--- config.mk ---
export PLATFORM = sky130hd
export DESIGN_NAME = alu_operand_stage
export DESIGN_NICKNAME = d
export VERILOG_FILES = /design/src/rtl/alu_operand_stage.sv
export SDC_FILE = /design/constraint.sdc
export NUM_CORES = 1
export LEC_CHECK = 0
export CORE_MARGIN = 3
export CORE_UTILIZATION = 45
export CTS_CLUSTER_SIZE = 40
export DETAILED_ROUTE_END_ITERATION = 8
export PLACE_DENSITY = 0.8
export SLEW_MARGIN = 20
export SYNTH_ARGS = -nofsm -noshare
export SYNTH_HDL_FRONTEND = slang
export SYNTH_SLANG_ARGS = --single-unit
--- constraint.sdc ---
create_clock -name clock -period 2.73 [get_ports clock]
set_clock_uncertainty 0.05 [all_clocks]
set_input_delay 0.4095 -clock clock [delete_from_list [all_inputs] [get_ports clock]]
set_output_delay 0.4095 -clock clock [all_outputs]
set_load 0.01 [all_outputs]
--- src/rtl/alu_operand_stage.sv ---
// ---------------------------------------------------------------------------
// alu_operand_stage
//
// Purpose:
//   Chooses one ALU operand from four sources: the sign-extended program
//   counter, a register-file value, an extended immediate, or a forwarded ALU
//   result. The operand is extended to DATA_W and captured into a two-entry
//   elastic buffer, made of an output register and a skid register. The
//   buffer gives full throughput under valid/ready handshaking. The ready and
//   valid outputs come straight from state flops, so they have no
//   combinational path from in_valid or out_ready.
//
// Parameters:
//   DATA_W     operand width
//   PC_W       program-counter width   (must be <= DATA_W)
//   IMM_W      immediate width         (must be <= DATA_W)
//
// Ports:
//   clock      in   1       single clock; all state changes on posedge
//   reset_n    in   1       asynchronous active-low reset
//   in_valid   in   1       upstream operand request valid
//   in_ready   out  1       block can accept a request (registered)
//   sel        in   2       source select: 00 pc, 01 reg_a, 10 imm, 11 fwd
//   imm_signed in   1       1 = sign-extend imm, 0 = zero-extend imm
//   reg_a      in   DATA_W  register-file operand
//   pc         in   PC_W    program counter
//   imm        in   IMM_W   instruction immediate
//   fwd        in   DATA_W  forwarded ALU result
//   flush      in   1       synchronous flush; empties the buffer
//   out_valid  out  1       out_data/out_sel hold a valid operand
//   out_ready  in   1       downstream takes the operand this cycle
//   out_data   out  DATA_W  selected, extended operand
//   out_sel    out  2       sel value captured with out_data
// ---------------------------------------------------------------------------
module alu_operand_stage #(
  parameter int DATA_W = 16,
  parameter int PC_W   = 6,
  parameter int IMM_W  = 8
) (
  input  logic              clock,
  input  logic              reset_n,
  input  logic              in_valid,
  output logic              in_ready,
  input  logic [1:0]        sel,
  input  logic              imm_signed,
  input  logic [DATA_W-1:0] reg_a,
  input  logic [PC_W-1:0]   pc,
  input  logic [IMM_W-1:0]  imm,
  input  logic [DATA_W-1:0] fwd,
  input  logic              flush,
  output logic              out_valid,
  input  logic              out_ready,
  output logic [DATA_W-1:0] out_data,
  output logic [1:0]        out_sel
);

  // The state encoding is chosen so that bit 0 is out_valid and bit 1 means
  // "skid occupied". Both handshake outputs are therefore plain flop outputs.
  // The code 2'b10 is never entered. If it ever appears, the next edge
  // recovers it to EMPTY.
  localparam logic [1:0] ST_EMPTY = 2'b00;
  localparam logic [1:0] ST_FULL  = 2'b01;
  localparam logic [1:0] ST_SKID  = 2'b11;

  localparam logic [1:0] SEL_PC  = 2'b00;
  localparam logic [1:0] SEL_REG = 2'b01;
  localparam logic [1:0] SEL_IMM = 2'b10;
  localparam logic [1:0] SEL_FWD = 2'b11;

  logic [1:0]        state;
  logic [DATA_W-1:0] skid_data;
  logic [1:0]        skid_sel;

  logic [DATA_W-1:0] pc_ext;
  logic [DATA_W-1:0] imm_ext;
  logic [DATA_W-1:0] operand;

  logic accept;
  logic transfer;

  assign out_valid = state[0];
  assign in_ready  = ~state[1];

  assign accept   = in_valid & in_ready;
  assign transfer = out_valid & out_ready;

  // PC extension. An oversized PC is rejected at elaboration time. When the
  // widths match, the PC passes through unchanged, because a zero-width
  // replication would be illegal.
  generate
    if (PC_W > DATA_W) begin : g_pc_too_wide
      $error("alu_operand_stage: PC_W (%0d) must not exceed DATA_W (%0d)", PC_W, DATA_W);
      assign pc_ext = pc[DATA_W-1:0];
    end else if (PC_W == DATA_W) begin : g_pc_same
      assign pc_ext = pc;
    end else begin : g_pc_extend
      assign pc_ext = {{(DATA_W-PC_W){pc[PC_W-1]}}, pc};
    end
  endgenerate

  // Immediate extension. imm_signed selects sign or zero fill, and it only
  // matters when the immediate is narrower than the operand.
  generate
    if (IMM_W > DATA_W) begin : g_imm_too_wide
      $error("alu_operand_stage: IMM_W (%0d) must not exceed DATA_W (%0d)", IMM_W, DATA_W);
      assign imm_ext = imm[DATA_W-1:0];
    end else if (IMM_W == DATA_W) begin : g_imm_same
      assign imm_ext = imm;
    end else begin : g_imm_extend
      assign imm_ext = imm_signed ? {{(DATA_W-IMM_W){imm[IMM_W-1]}}, imm}
                                  : {{(DATA_W-IMM_W){1'b0}}, imm};
    end
  endgenerate

  // Source mux, evaluated on the inputs present in the accept cycle.
  always_comb begin
    operand = '0;
    case (sel)
      SEL_PC:  operand = pc_ext;
      SEL_REG: operand = reg_a;
      SEL_IMM: operand = imm_ext;
      SEL_FWD: operand = fwd;
      default: operand = '0;
    endcase
  end

  // Elastic buffer control. Flush overrides every other event and drops any
  // word offered in the same cycle. In SKID, in_ready is low, so no accept can
  // happen there. A transfer simply promotes the skid word to the output
  // register.
  always_ff @(posedge clock or negedge reset_n) begin
    if (!reset_n) begin
      state     <= ST_EMPTY;
      out_data  <= '0;
      out_sel   <= '0;
      skid_data <= '0;
      skid_sel  <= '0;
    end else if (flush) begin
      state     <= ST_EMPTY;
      out_data  <= '0;
      out_sel   <= '0;
      skid_data <= '0;
      skid_sel  <= '0;
    end else begin
      case (state)
        ST_EMPTY: begin
          if (accept) begin
            out_data <= operand;
            out_sel  <= sel;
            state    <= ST_FULL;
          end
        end
        ST_FULL: begin
          if (accept && transfer) begin
            out_data <= operand;
            out_sel  <= sel;
          end else if (accept) begin
            skid_data <= operand;
            skid_sel  <= sel;
            state     <= ST_SKID;
          end else if (transfer) begin
            state <= ST_EMPTY;
          end
        end
        ST_SKID: begin
          if (transfer) begin
            out_data  <= skid_data;
            out_sel   <= skid_sel;
            skid_data <= '0;
            skid_sel  <= '0;
            state     <= ST_FULL;
          end
        end
        default: begin
          state <= ST_EMPTY;
        end
      endcase
    end
  end

endmodule

==> metrics.cfg <==
[job]
cap_viol_max_count = 0

[grt]
globalRouteOverflowTotal = 0
grt_util_all_layers_pct = 19.62
antenna_found_initial = 0
grt_pass1_vias = 1757
grt_first_pass_wirelength_um = 8293
grt_max_degree = 39

[finish]
fill_cells = 342
flow.area_growth_from_synthesis_pct = 41.41
num-nets-final = 337
drive_gt1_share_pct = 16.07
antenna-diode-count = 0

[placement]
placement.io_buffers = 73
gp_routability_congestion = 0.9272
hpwlAfterDp_um = 3936

[sta]
final.period_utilization_pct = 80.04
rsz0062_at_grt = false
finalSetupViolCount = 0
number_of_endpoints_with_negative_hold_slack_in_the_final_report = 0
report.final.slew_viol_count = 0
fmax_mhz = 457.7
timing_worst_slew_pin_value_ns = 0.8349
shortest_period_the_worst_path_allows_ns = 2.185
timing.slew.headroom_pct = 44.34
totalNegativeSetupSlack_ns = 0

[floorplan]
rows = 24
floorplan.die.height_um = 74.75
design.core.area_um2 = 4444
initial_core_util_pct = 47.86
num_io_pins = 74
horizontal_die_dimension_um = 74.75
die_area_um2 = 5588

[power_and_ir_drop]
ir_worst_vdd_uv = 318.7
power_density_nw_per_um2 = 622.0
post-layout-total-power_uw = 1871
power.leakage_uw = 0.001363

[synth]
synthMostInstantiatedCell = nand2_1
avgSynthCellArea_um2 = 10.64
synth_cell_type_count = 34
synth-seq-cells = 38
synth_common_cells = nand2_1 (42), dfrtp_1 (38), mux2i_1 (19)
synth-warning-count = 0
synth.top_cell.area_share_pct = 44.71
share_of_the_yosys_chip_area_belonging_to_registers_pct = 44.71
largest_area_contributor_in_the_synthesized_netlist = dfrtp_1
postSynth.asyncResetShare_pct = 100.0
yosys-top-cells-area = dfrtp_1 (45%), mux2i_1 (8.9%), mux2_2 (8.5%)
synth_ff_type = dfrtp_1
post_synth_instance_area_um2 = 2127
syn_inst = 200
synth-edff-count = 0
synthesis.nets = 258

[detailed_routing]
drt-wirelength-per-cell_um = 15.86
detailed_route_iter0_violations = 132
route.detailed.vias_per_inst = 5.328
antenna_violating_nets_post_route = 0
post-route-drc-count = 0
vias_after_detailed_routing = 1769
postRouteWirelength_um = 5267
detail_route.first_pass.iterations = 4

[clocking]
cts_setup_buffers = 0
cts.path.max_buffers = 2
cts.reportedPaths.clkPinSlew_ns = 0.07
clk_latency_ns = 0.29
cts_tree = yes
clock-sinks = 38
cts.htree.levels = 2
numCtsBuffers = 5
cts-hold-fix-buffers = 0
cts-root-buf = clkbuf_8
cts-resized-gates = 0

[critical_path]
crit_path_cell_trace = inv_1 > ha_1 > nand3b_1 > a21boi_1 > o21ai_4 > buf_4 > mux2i_1
r2r_start = state[1]$_DFFE_PN0P_
crit_arrival_ns = 2.35
critical_path.top_delay_family = compound AO/OA/AOI/OAI gates
startpoint = state[1]$_DFFE_PN0P_
crit_path_max_incr_delay_ns = 0.44
worst_setup_path_start_kind = flop
worstPathBufferInverterCount = 2
timing.critical_path.slowest_stage_cell = o21ai_4
critical_path_required_ns = 2.89
critPathMaxFanout = 12
end_kind = flop
timing_worst_setup_path_type = flop to flop

[hold_path]
hold_path_class = input port to async pin

[status]
run_status = completed

## area by class of cell
class	count	area, um^2	area share, %
Multi-Input combinational cell	141	1070	35.57
Clock inverter	1	5.005	0.1664
Tap cell	52	65.06	2.163
Clock buffer	7	86.33	2.870
Sequential cell	38	950.9	31.61
Inverter	12	45.04	1.498
Timing Repair Buffer	81	785.8	26.12
## sequential cells by signal, summed over array words and instances, names as in the netlist
| name | cells |
|---|---|
| skid_data | 16 |
| out_data | 16 |
| state | 2 |
| out_sel | 2 |
| skid_sel | 2 |
## per-layer routing
metal,track usage [%],vias up,share of wire (%)
met2,32.88,65,48
met1,25.72,840,44
met4,5.929,0,1.0
met5,0,-,0
met3,4.005,5,7.0
li1,-,859,-
## metrics by stage
| step | std cells | hold slack [ns] | setup WS, ns | area [um^2] | utilization, % |
|---|---|---|---|---|---|
| 5_1_grt | 332 | 0.2290 | 0.3792 | 3008 | 67.68 |
| 6_report | 332 | 0.1603 | 0.5450 | 3008 | 67.68 |
| 4_1_cts | 332 | 0.1963 | 0.5358 | 3008 | 67.68 |
| 3_5_place_dp | 324 | 0.4293 | 0.4094 | 2917 | 65.63 |
| 2_1_floorplan | 200 | 0.06391 | 0.7132 | 2127 | - |
| 3_3_place_gp | 324 | 0.4129 | 0.4570 | 2917 | 65.63 |
## power by group
part,switching [uW],internal [uW]
logic,304,397
registers,78.7,694
clock network,193,204
## placed cells by master, fill, tap and decap left out, types with 2 or more instances in the layout
cell type	count
ha_1	4
clkdlybuf4s50_1	72
inv_1	12
o21ai_1	5
o311ai_0	3
nor3b_1	2
nand2_1	42
clkbuf_8	6
mux4_2	5
mux2_2	16
a21oi_1	18
mux2_4	2
buf_4	8
dfrtp_1	38
nor2b_1	2
o21ai_0	7
mux2i_1	19
## path summary, 6_finish.rpt
kind	endpoint	slack (ns)	depth (start not counted)
min reg2reg	skid_data[2]$_DFFE_PN0P_	0.44	2
max in group asynchronous	skid_data[9]$_DFFE_PN0P_	1.94	1
min	out_data[5]$_DFFE_PN0P_	0.16	1
max	out_data[15]$_DFFE_PN0P_	0.55	7
min in group clock	skid_data[2]$_DFFE_PN0P_	0.44	2
max reg2reg	out_data[15]$_DFFE_PN0P_	0.55	7
## cell families after synthesis
kind of cell | Yosys count | share of synthesized area [%]
compound gates | 40 | 11.94
xor+xnor | 1 | 0.4118
mux | 42 | 24.12
flops | 38 | 44.71
fa+ha+maj | 4 | 2.353
simple gates | 54 | 11.47
buf+inv | 21 | 4.999
Note: power is estimated with default switching activity, not from simulation.
==> RTL change 1, RTL diff (config.mk and constraints unchanged) <==
Reset style: synchronous (`reset_n`), changed in one clocked block. Comments in the files are not updated.
--- a/src/rtl/alu_operand_stage.sv
+++ b/src/rtl/alu_operand_stage.sv
@@ -128,7 +128,7 @@
   // word offered in the same cycle. In SKID, in_ready is low, so no accept can
   // happen there. A transfer simply promotes the skid word to the output
   // register.
-  always_ff @(posedge clock or negedge reset_n) begin
+  always_ff @(posedge clock) begin
     if (!reset_n) begin
       state     <= ST_EMPTY;
       out_data  <= '0;
Behaviour: differs if reset_n is asserted again (counterexample within 4 cycles, from zero or initial values and one cycle with reset_n low); with reset_n held inactive, the same outputs for 10 cycles.
==> RTL change 1 against the unedited design <==
- critical path depth down 1
- global-route usage up 4.1 points
- routed wire length up 15%
- sequential cell count unchanged
- final cell count up 9.9%
- synthesized area down 4.2%
- via count up 23%
- setup slack worse by 0.13 ns
- cell area down 0.71%
Power is not compared: it rests on default switching activity, and its combinational part moved more than twofold at a synthesized area within 25%.
==> RTL change 1: results (changes against the unedited design) <==
| Metric | Value |
|---|---|
| Status | complete, no violations (unchanged) |
| Iter 0 DRT Violations | 139 (was 132) |
| Worst r2r path cells | 6 (was 7) |
| # diodes | 0 (unchanged) |
| GRT Total Usage | 23.7% (was 19.6%) |
| MaxCap Viol Count | 0 (unchanged) |
| TritonCTS Buffers | 5 (unchanged) |
| Area contributors post-synth | dfxtp_1, mux2i_1, a21oi_1 (was dfrtp_1, mux2i_1, mux2_2) |
| Post-synth ARST share | 0% (was 100%) |
| I/O Buffers | 73 (unchanged) |
| Hpwl dp | 4.36 mm (was 3.94 mm) |
| Critical path's slowest cell | ha_1 (was o21ai_4) |
| Leak | 1.11 nW |
| WL final | 6.05 mm (was 5.27 mm) |
| Average size of a mapped cell | 8.53 sq um (was 10.6 sq um) |
| Slew headroom | 57.5% (was 44.3%) |
| Clk buf depth | 2 (unchanged) |
| Top_reg_cell synth | dfxtp_1 (was dfrtp_1) |
| Synthesized Nets | 298 (was 258) |
| Hold-fix buffers, CTS | 0 (unchanged) |
| Synth warn | 0 (unchanged) |
| Placed Instances | 357 (was 324) |
| Arr. time, crit path | 2.43 ns (was 2.35 ns) |
| Largest net degree at the start of global routing | 19 (was 39) |
| Fillers | 334 (was 342) |
| Vias in the first global route | 2112 (was 1757) |
| WL/cell | 16.6 microns (was 15.9 microns) |
| Clk_lat worst skew | 0.30 ns |
| CTS HTree Levels | 2 (unchanged) |
| Gpl congestion | 0.866 (was 0.927) |
| Net count, final | 373 (was 337) |
| Wire length of the first global-routing pass | 9.79 mm (was 8.29 mm) |
| Top Registers | out_data (16), skid_data (16) (unchanged) |
| Distinct cell type count of the synthesized netlist | 34 (unchanged) |
| Placed cell areas | 2850 sq um (was 2920 sq um) |
| Worst hold path class | register to register (was input pin to async pin) |
| Layout cell share with drive strength beyond 1 | 8.25% (was 16.1%) |
| Via density | 5.95 (was 5.33) |
| Reg clk slew, reported paths | 0.08 ns |
| CP max stage delay | 0.61 ns (was 0.44 ns) |
| Drt first pass iters | 4 (unchanged) |
| Worst vdd ir | 305 uV |
| Root Driver | clkbuf_8 (unchanged) |
| Worst-path fanout max | 16 (was 12) |
| Initial antenna violation count | 0 (unchanged) |
| Post-synth top cells | dfxtp_1, nand2_1, a21oi_1 (was nand2_1, dfrtp_1, mux2i_1) |
| Post-synthesis sequential area ratio | 37.3% (was 44.7%) |
RTL change 1: cells by family after synthesis:
family                     after synthesis  synth area share, %
and+or+nand+nor                         67                 14.8
buffers and inverters                   24                 5.95
AOI/OAI and AO/OA                       85                 29.0
muxes                                   19                 9.39
DFF                                     38                 37.3
adders and majority gates                5                 3.07
xor gates and xnor gates                 1                0.430
RTL change 1: layout make-up:
class                      count  area [sq um]  area share [%]
sequential                    38           761            25.5
multi-input combinational    177          1160            38.9
clock inverter                 3          68.8            2.30
clock buffer                   5          68.8            2.30
tap                           50          62.6            2.09
timing repair buffer          86           841            28.2
inverter                       6          22.5           0.754
RTL change 1: path summary, 6_finish.rpt:
kind | from | endpoint | slack [ns]
setup reg to reg | state[0]$_SDFFE_PP0P_ | skid_data[1]$_SDFFE_PP0P_ | 0.42
setup / recovery | state[0]$_SDFFE_PP0P_ | skid_data[1]$_SDFFE_PP0P_ | 0.42
hold / removal | skid_data[5]$_SDFFE_PP0P_ | out_data[5]$_SDFFE_PP0P_ | 0.41
hold reg to reg | skid_data[5]$_SDFFE_PP0P_ | out_data[5]$_SDFFE_PP0P_ | 0.41
RTL change 1: critical path, delay by kind of cell, from the launching register on:
family                   cells  cell delay [ns]
adder cells (fa/ha/maj)      1             0.61
flip-flops                   1             0.49
AO/OA/AOI/OAI                1             0.37
buffers and inverters        1             0.26
AND/OR/NAND/NOR              2             0.20
multiplexers                 1             0.20
RTL change 1: power by group:
group	switching (W)	internal [W]
Clock	0.000214	0.000366
Sequential	0.0000155	0.000575
Combinational	0.000148	0.000180
Total	0.000377	0.00112
RTL change 1: metal layers:
metal	GRT usage, %	share of wire (%)	vias to the layer above	wire (microns)
li1	-	-	1043	-
met1	29.2	41	1012	2460
met4	8.65	1.2	0	75
met5	0	0	-	0
met2	40.3	51	107	3060
met3	5.34	7.5	8	457
RTL change 1: metrics by stage:
stage               setup WS [ns]  util, %
global placement            0.477     68.3
CTS                         0.419     71.6
global route                0.212     71.6
floorplan                   0.819        -
detailed placement          0.403     68.3
finish                      0.416     71.6
==> RTL change 2, RTL diff (same settings) <==
Without the edit above. Change the parameter `DATA_W` from 16 to 32.
--- a/src/rtl/alu_operand_stage.sv
+++ b/src/rtl/alu_operand_stage.sv
@@ -33,7 +33,7 @@
 //   out_sel    out  2       sel value captured with out_data
 // ---------------------------------------------------------------------------
 module alu_operand_stage #(
-  parameter int DATA_W = 16,
+  parameter int DATA_W = 32,
   parameter int PC_W   = 6,
   parameter int IMM_W  = 8
 ) (
Ports: changed (resized fwd, out_data and reg_a); port bits go from 74 to 122. No check against the original RTL was run, so the function may have changed too.
==> RTL change 2 against the unedited design <==
- die area grew 78%
- combinational power rose by 74%
- synthesized area increased by 86%
- count of clock-buffer cells in the layout is 2 higher
- setup slack lost 0.013 ns
- cell area grew 82%
- sequential power grew 81%
- clock power up 150%
- sequential cell count grew 32
- sequential share of layout area increased by 0.44 points
- hold slack got worse by 0.016 ns
- via count rose by 77%
- routed wire length up 87%
- power grew 93%
==> RTL change 2: results (changes against the unedited design) <==
| Metric | Value |
|---|---|
| Status | complete, no violations (unchanged) |
| Via count | 3136 (was 1769) |
| Clk_lat worst skew | 0.33 ns (was 0.29 ns) |
| Wire length of the first global-routing pass | 16.4 mm (was 8.29 mm) |
| Hold_ws | 0.144 ns (was 0.160 ns) |
| Clk buf depth | 2 (unchanged) |
| Post-synthesis sequential area ratio | 44.3% (was 44.7%) |
| Post-Place Worst Slack | 0.372 ns (was 0.409 ns) |
| Top Registers | out_data (32), skid_data (32) (was out_data (16), skid_data (16)) |
| Switching Power | 0.00105 W (was 0.000576 W) |
| Layout cell share with drive strength beyond 1 | 18.0% (was 16.1%) |
| Distinct cell type count of the synthesized netlist | 35 (was 34) |
| Fillers | 661 (was 342) |
| Max-slew violations | 0 (unchanged) |
| Fin crit share | 80.5% (was 80.0%) |
| Largest net degree at the start of global routing | 71 (was 39) |
| Worst-path fanout max | 34 (was 12) |
| Worst hold path class | input pin to async pin (unchanged) |
| WL final | 9.83 mm (was 5.27 mm) |
| GRT Total Usage | 20.5% (was 19.6%) |
| Delay-heaviest family, CP | flip-flops (was compound AO/OA/AOI/OAI gates) |
| Leak | 2.50 nW (was 1.36 nW) |
| TritonCTS Buffers | 9 (was 5) |
| CTS HTree Levels | 3 (was 2) |
| Setup CP Type | register to register (unchanged) |
| Average size of a mapped cell | 10.6 sq um (about the same) |
| Worst reg2reg endpoint | out_data[12]$_DFFE_PN0P_ (was out_data[15]$_DFFE_PN0P_) |
| Via density | 5.24 (was 5.33) |
| Iter 0 DRT Violations | 96 (was 132) |
| Worst vdd ir | 288 uV (was 319 uV) |
| Drt first pass iters | 4 (unchanged) |
| Area contributors post-synth | dfrtp_1, mux2_4, mux2_2 (was dfrtp_1, mux2i_1, mux2_2) |
| Net count, final | 580 (was 337) |
| Post-CTS Repair Setup Buffers | 0 (unchanged) |
| Vias in the first global route | 3431 (was 1757) |
| Slew @ Worst Pin | 0.884 ns (was 0.835 ns) |
| Total gr overflow | 0 (unchanged) |
| Gpl congestion | 0.904 (was 0.927) |
| Worst reg-to-reg setup slack | 0.53 ns |
| Post-synth top cells | nand2_1, dfrtp_1, a21oi_1 (was nand2_1, dfrtp_1, mux2i_1) |
| # diodes | 0 (unchanged) |
| Synthesized Nets | 465 (was 258) |
| Critical path's slowest cell | dfrtp_1 (was o21ai_4) |
| Placed cell areas | 5230 sq um (was 2920 sq um) |
| Hpwl dp | 6.92 mm (was 3.94 mm) |
| I/O Buffers | 121 (was 73) |
| Synth warn | 0 (unchanged) |
[RTL change 2: changes by cell type after synthesis, moves of 7 or more]
cell / before / now
nand2_1: 42 / 78
inv_1: 12 / 23
mux2i_1: 19 / 27
dfrtp_1: 38 / 70
mux2_2: 16 / 28
o21ai_0: 7 / 23
mux2_4: 2 / 23
buf_2: 4 / 13
a21oi_1: 18 / 37
nor2b_1: 2 / 9
[RTL change 2: cell type report]
cell class	count	area, sq um	share of cell area, %
Inverter	23	86.3	1.58
Tap cell	105	131	2.40
Sequential cell	70	1750	32.1
Multi-Input combinational cell	258	1970	36.1
Timing Repair Buffer	128	1290	23.6
Clock inverter	6	111	2.04
Clock buffer	9	124	2.27
[RTL change 2: power groups by stage]
stage	registers, W	logic (W)	clock network (W)
global route	0.00143	0.00133	0.00105
detailed placement	0.00141	0.00123	0
floorplan	0.00145	0.000626	0
global placement	0.00140	0.00119	0
finish	0.00140	0.00122	0.000986
CTS	0.00140	0.00124	0.00101
[RTL change 2: per-layer routing]
layer / routed length, microns / GRT usage, %
met5: 0 / 0
met4: 76 / 4.73
met3: 659 / 4.70
met2: 4780 / 35.9
met1: 4310 / 25.6
[RTL change 2: kinds of logic (layout without fill, tap and decap cells)]
logic type	count (synthesis)	count (layout)	share of synthesized area [%]
simple gates	96	96	10.8
mux	83	83	26.4
compound gates	74	74	10.9
flops	70	70	44.3
buf+inv	47	166	6.20
fa+ha+maj	4	4	1.27
xor+xnor	1	1	0.221
